## config.mk

```make
export PLATFORM = sky130hd
export DESIGN_NAME = bcd_print_ctrl
export DESIGN_NICKNAME = d
export VERILOG_FILES = /design/src/rtl/bcd_print_ctrl.sv
export SDC_FILE = /design/constraint.sdc
export NUM_CORES = 1
export LEC_CHECK = 0
export ABC_AREA = 1
export CELL_PAD_IN_SITES_DETAIL_PLACEMENT = 0
export CELL_PAD_IN_SITES_GLOBAL_PLACEMENT = 1
export CORE_MARGIN = 5
export CORE_UTILIZATION = 38
export CTS_BUF_LIST = sky130_fd_sc_hd__clkbuf_8
export CTS_CLUSTER_DIAMETER = 200
export DETAILED_ROUTE_END_ITERATION = 10
export HOLD_SLACK_MARGIN = 0.06
export PLACE_DENSITY = 0.9
export SYNTH_ARGS = -nofsm -noshare
export SYNTH_HDL_FRONTEND = slang
export SYNTH_SLANG_ARGS = --single-unit
```

## constraint.sdc

```tcl
create_clock -name clk -period 4 [get_ports clk]
set_clock_uncertainty 0.15 [all_clocks]
set_input_delay 0.4 -clock clk [delete_from_list [all_inputs] [get_ports clk]]
set_output_delay 0.4 -clock clk [all_outputs]
set_load 0.005 [all_outputs]
```

## src/rtl/bcd_print_ctrl.sv

```systemverilog
// bcd_print_ctrl: drives one binary-to-BCD converter and streams the result
// as decimal ASCII (optional '-', digits, optional CR/LF) to a UART TX sink.
module bcd_print_ctrl #(
    parameter int TIMEOUT_CYC = 64,
    parameter bit PAD_ZEROS   = 1'b0
) (
    input  logic        clk,
    input  logic        resetn,
    input  logic        req_valid_i,
    output logic        req_ready_o,
    input  logic [31:0] req_data_i,
    input  logic        req_signed_i,
    input  logic        req_eol_i,
    output logic        cvt_stb_o,
    output logic        cvt_sign_en_o,
    output logic [31:0] cvt_din_o,
    input  logic [39:0] cvt_bcd_i,
    input  logic        cvt_done_i,
    input  logic        cvt_neg_i,
    output logic        tx_valid_o,
    input  logic        tx_ready_i,
    output logic [7:0]  tx_data_o,
    output logic        done_o,
    output logic        err_o
);

    typedef enum logic [2:0] {
        IDLE,
        START,
        WAIT,
        SIGN,
        DIGIT,
        CR,
        LF,
        FIN
    } state_t;

    localparam logic [7:0] CNT_LAST = 8'(TIMEOUT_CYC - 1);
    localparam logic [7:0] CH_MINUS = 8'h2D;
    localparam logic [7:0] CH_CR    = 8'h0D;
    localparam logic [7:0] CH_LF    = 8'h0A;

    state_t      state;
    logic [39:0] bcd;
    logic [3:0]  idx;
    logic        eol;
    logic [7:0]  cnt;
    logic [3:0]  scan_idx;
    logic        cvt_is_neg;

    // Position of the most significant nonzero digit, 0 when all are zero.
    function automatic logic [3:0] lead_idx(input logic [39:0] b);
        logic [3:0] r;
        r = 4'd0;
        for (int i = 0; i < 10; i++) begin
            if (b[i*4 +: 4] != 4'd0) begin
                r = 4'(i);
            end
        end
        return r;
    endfunction

    // ASCII for digit i; out-of-range nibbles pass through unchecked.
    function automatic logic [7:0] ascii(input logic [39:0] b,
                                         input logic [3:0]  i);
        return 8'h30 + {4'h0, b[{i, 2'b00} +: 4]};
    endfunction

    // First digit to print once the converter reports.
    always_comb begin
        scan_idx   = PAD_ZEROS ? 4'd9 : lead_idx(cvt_bcd_i);
        cvt_is_neg = cvt_neg_i & cvt_sign_en_o;
    end

    // Request sequencing, converter handshake and byte streaming.
    always_ff @(posedge clk or negedge resetn) begin
        if (!resetn) begin
            state         <= IDLE;
            req_ready_o   <= 1'b1;
            cvt_stb_o     <= 1'b0;
            cvt_sign_en_o <= 1'b0;
            cvt_din_o     <= '0;
            tx_valid_o    <= 1'b0;
            tx_data_o     <= '0;
            done_o        <= 1'b0;
            err_o         <= 1'b0;
            bcd           <= '0;
            idx           <= '0;
            eol           <= 1'b0;
            cnt           <= '0;
        end else begin
            cvt_stb_o <= 1'b0;
            done_o    <= 1'b0;
            err_o     <= 1'b0;
            unique case (state)
                IDLE: begin
                    if (req_valid_i) begin
                        cvt_din_o     <= req_data_i;
                        cvt_sign_en_o <= req_signed_i;
                        eol           <= req_eol_i;
                        req_ready_o   <= 1'b0;
                        cvt_stb_o     <= 1'b1;
                        state         <= START;
                    end
                end
                START: begin
                    cnt   <= '0;
                    state <= WAIT;
                end
                WAIT: begin
                    if (cvt_done_i) begin
                        bcd        <= cvt_bcd_i;
                        idx        <= scan_idx;
                        tx_valid_o <= 1'b1;
                        if (cvt_is_neg) begin
                            tx_data_o <= CH_MINUS;
                            state     <= SIGN;
                        end else begin
                            tx_data_o <= ascii(cvt_bcd_i, scan_idx);
                            state     <= DIGIT;
                        end
                    end else if (cnt == CNT_LAST) begin
                        err_o       <= 1'b1;
                        req_ready_o <= 1'b1;
                        state       <= IDLE;
                    end else begin
                        cnt <= cnt + 8'd1;
                    end
                end
                SIGN: begin
                    if (tx_ready_i) begin
                        tx_data_o <= ascii(bcd, idx);
                        state     <= DIGIT;
                    end
                end
                DIGIT: begin
                    if (tx_ready_i) begin
                        if (idx != 4'd0) begin
                            idx       <= idx - 4'd1;
                            tx_data_o <= ascii(bcd, idx - 4'd1);
                        end else if (eol) begin
                            tx_data_o <= CH_CR;
                            state     <= CR;
                        end else begin
                            tx_valid_o <= 1'b0;
                            tx_data_o  <= '0;
                            done_o     <= 1'b1;
                            state      <= FIN;
                        end
                    end
                end
                CR: begin
                    if (tx_ready_i) begin
                        tx_data_o <= CH_LF;
                        state     <= LF;
                    end
                end
                LF: begin
                    if (tx_ready_i) begin
                        tx_valid_o <= 1'b0;
                        tx_data_o  <= '0;
                        done_o     <= 1'b1;
                        state      <= FIN;
                    end
                end
                FIN: begin
                    req_ready_o <= 1'b1;
                    state       <= IDLE;
                end
                default: begin
                    tx_valid_o  <= 1'b0;
                    req_ready_o <= 1'b1;
                    state       <= IDLE;
                end
            endcase
        end
    end

endmodule

```

==> results.yml <==
run_status:
  outcome: "completed"
placement:
  post-place-ws_ns: 0.863
  gp_congestion: 0.864
  dp_hpwl_mm: 12.6
  port_buffers: 123
cts:
  clk_latency_ns: 0.38
  htree_levels: 3
  clock_path_buffers: 2
  cts_setup_buffers: 0
  clock_tree.root_cell: "clkbuf_8"
  numCtsBuffers: 9
  clk_pin_slew_worst_paths_ns: 0.10
  cts_tree: "yes"
  ctsResizeCount: 0
  cts_sinks: 100
  cts_hold_buffers: 1
global_routing:
  gr-total-overflow: 0
  grt_pass1_wl_mm: 26.7
  grt_use_total: 0.188
  grt_antenna_before_repair: 0
  grt_pass1_vias: 4861
  grt_max_degree: 69
setup_path:
  path_buf_inv: 4
  worst_path_largest_cell_delay_ns: 0.65
  worst-path-max-fanout: 52
  crit_arrival_ns: 3.27
  crit_type: "reg -> reg"
  crit_path_end_kind: "flip-flop"
  cp.required_ns: 4.17
  crit_path_frequent_cell: "nand2_1"
  worstSetupStartpointType: "flip-flop"
  crit_family: "buffers and inverters"
  r2r-start: "idx[1]$_DFFE_PN0P_"
  crit_path_start: "idx[1]$_DFFE_PN0P_"
  crit_slowest_cell: "inv_2"
  r2r_setup_slack_ns: 0.90
  crit_chain: "inv_1 -> ha_1 -> nand3_1 -> inv_1 -> nand2_1 -> nand2_1 -> o2111ai_4 -> nor2_2 -> inv_2 -> buf_4 -> nand2_1 -> o21ai_2"
logic_synthesis:
  synth_area_um2: 5630
  ys_seq_area_frac: 0.445
  synth_edf_count: 0
  yosys-top-cells-area: "dfrtp_1, nand2_1, o21ai_0, nand3_1, nor2_1"
  synth_top_cell_area_share: 0.440
  synth_async_sr_flop_share: 1.00
  synth_warnings: 0
  ys_ff_latch: 100
  synthFlopType: "dfrtp_1"
  yosys.area.top_type: "dfrtp_1"
  synth_cell_type_count: 44
  postSynthAreaPerCell_um2: 7.59
  synthCells: 742
layout:
  antenna_cells: 0
  syn_to_final_growth_pct: 27.3
  drive_above_1_share: 0.0931
  nNetsFinal: 936
sta:
  setup_viol: 0
  rsz0062_at_grt: "false"
  fmax_mhz: 323
  fin_crit_ns: 3.10
  fin_hold_ws_ns: 0.338
  setup_ws_ns: 0.901
  hold_viol: 0
  fin_setup_tns_ns: 0
  worst_slew_pin_slew_ns: 1.02
  slew_viol_final: 0
  fin_crit_sh: 0.775
  slew_headroom: 0.316
routing:
  firstDrtPassIters: 6
  vias: 5339
  viasPerCell: 5.12
  wl_mm: 16.7
  drc_errors: 0
  postRouteAntennaNets: 0
  dr.first_iter.drc_count: 434
  wl_per_cell_um: 16.0
power:
  swShare: 0.453
  p_leak_uw: 0.00331
  ir_drop_v: 0.000375
  combPwrFrac: 0.540
  seq_power_share: 0.334
  p_total_uw: 5410
  internal-power_uw: 2960
  power.share.clock: 0.127
  power.density_nw_per_um2: 755
  p_switching_uw: 2450
floorplanning:
  die_h_um: 132
  initial_core_util: 0.387
  pin_count: 126
  die_w_um: 132
  core_area_um2: 14500
  die_area_um2: 17400
  num_rows: 44
hold_path:
  hold_path_startpoint: "cvt_din_o[18]$_DFFE_PN0P_"
  hp-class: "reg -> reg"
job:
  max_cap_viol_count: 0
stage by stage:
step / instances / instance area [um^2] / util
global placement: 1026 / 6950 / 0.478
finish: 1043 / 7170 / 0.493
global route: 1043 / 7170 / 0.493
detailed placement: 1026 / 6950 / 0.478
CTS: 1043 / 7170 / 0.493
floorplan: 743 / 5630 / -
worst min-delay path: stages (launching register included):
cell and delay [ns]:
dfrtp_1 0.36, nand2_1 0.05, nand2_1 0.05
flip-flops by register name (all words and copies together), names as in the netlist, 3 cells and up:
register	cells
tx_data_o	6
idx	4
cvt_din_o	32
state	3
cnt	8
bcd	40
cells in the mapped netlist (4+ instances only):
cell type / instances
inv_2: 10
nor3_1: 9
nand3_1: 47
nor2_4: 4
inv_1: 53
o21ai_1: 5
clkbuf_1: 16
mux2i_1: 4
nor4_1: 4
o221ai_1: 9
a21oi_1: 14
o21ai_2: 21
nor2_2: 7
buf_2: 5
o21ai_0: 51
dfrtp_1: 99
o22ai_1: 6
nor2_1: 60
a31oi_1: 5
buf_6: 7
o211ai_1: 10
nand2_1: 261
placed cells by master (no fill, tap or decap), drive strengths merged, types with 3 or more instances in the layout:
cell type,netlist,routed
a211oi,3,3
a21oi,17,17
a31oi,5,5
a32o,3,3
buf,16,9
clkbuf,16,9
clkdlybuf4s50,0,122
clkinv,3,4
dfrtp,99,99
inv,64,68
mux2i,4,4
nand2,263,263
nand3,48,48
nor2,72,72
nor3,10,10
nor4,5,5
o211ai,10,10
o21ai,77,77
o221ai,9,9
o22ai,6,6
logic make-up after synthesis:
| group | count (synthesis) | share of synthesized area |
|---|---|---|
| and+or+nand+nor | 400 | 0.300 |
| AOI/OAI and AO/OA | 133 | 0.156 |
| DFF | 100 | 0.445 |
| buffers and inverters | 99 | 0.0818 |
| muxes | 4 | 0.00711 |
| xor gates and xnor gates | 3 | 0.00467 |
| adders and majority gates | 2 | 0.00444 |
| other | 1 | 0.000666 |
power by group through the flow:
| stage | clock [uW] | combinational, uW | sequential [uW] |
|---|---|---|---|
| 2_1_floorplan | 0 | 2020 | 1740 |
| 3_3_place_gp | 0 | 2870 | 1820 |
| 3_5_place_dp | 0 | 2910 | 1820 |
| 4_1_cts | 709 | 2920 | 1800 |
| 5_1_grt | 751 | 3250 | 1860 |
| 6_report | 686 | 2920 | 1810 |
path summary, 6_finish.rpt:
| kind | endpoint | depth (start not counted) |
|---|---|---|
| max | bcd[13]$_DFFE_PN0P_ | 12 |
| min | cvt_din_o[18]$_DFFE_PN0P_ | 2 |
| max reg2reg | bcd[13]$_DFFE_PN0P_ | 12 |
| min reg2reg | cvt_din_o[18]$_DFFE_PN0P_ | 2 |
| max in group asynchronous | bcd[18]$_DFFE_PN0P_ | 3 |
| min in group asynchronous | bcd[19]$_DFFE_PN0P_ | 2 |
layout make-up:
cell class	count	area, um^2
repair buffers	132	1300
well taps	184	230
fillers	1454	7370
clock inverters	7	81.3
inverters	67	259
flip-flops and latches	100	2500
clock buffers	9	124
multi-input cells	544	2670
metal layers:
metal,vias up,global-route usage,wire length [um]
li1,2635,-,-
met1,2525,0.281,7840
met3,16,0.0371,914
met4,0,0.0469,207
met2,163,0.280,7690
met5,-,0,0
(Power assumes the default switching activity.)
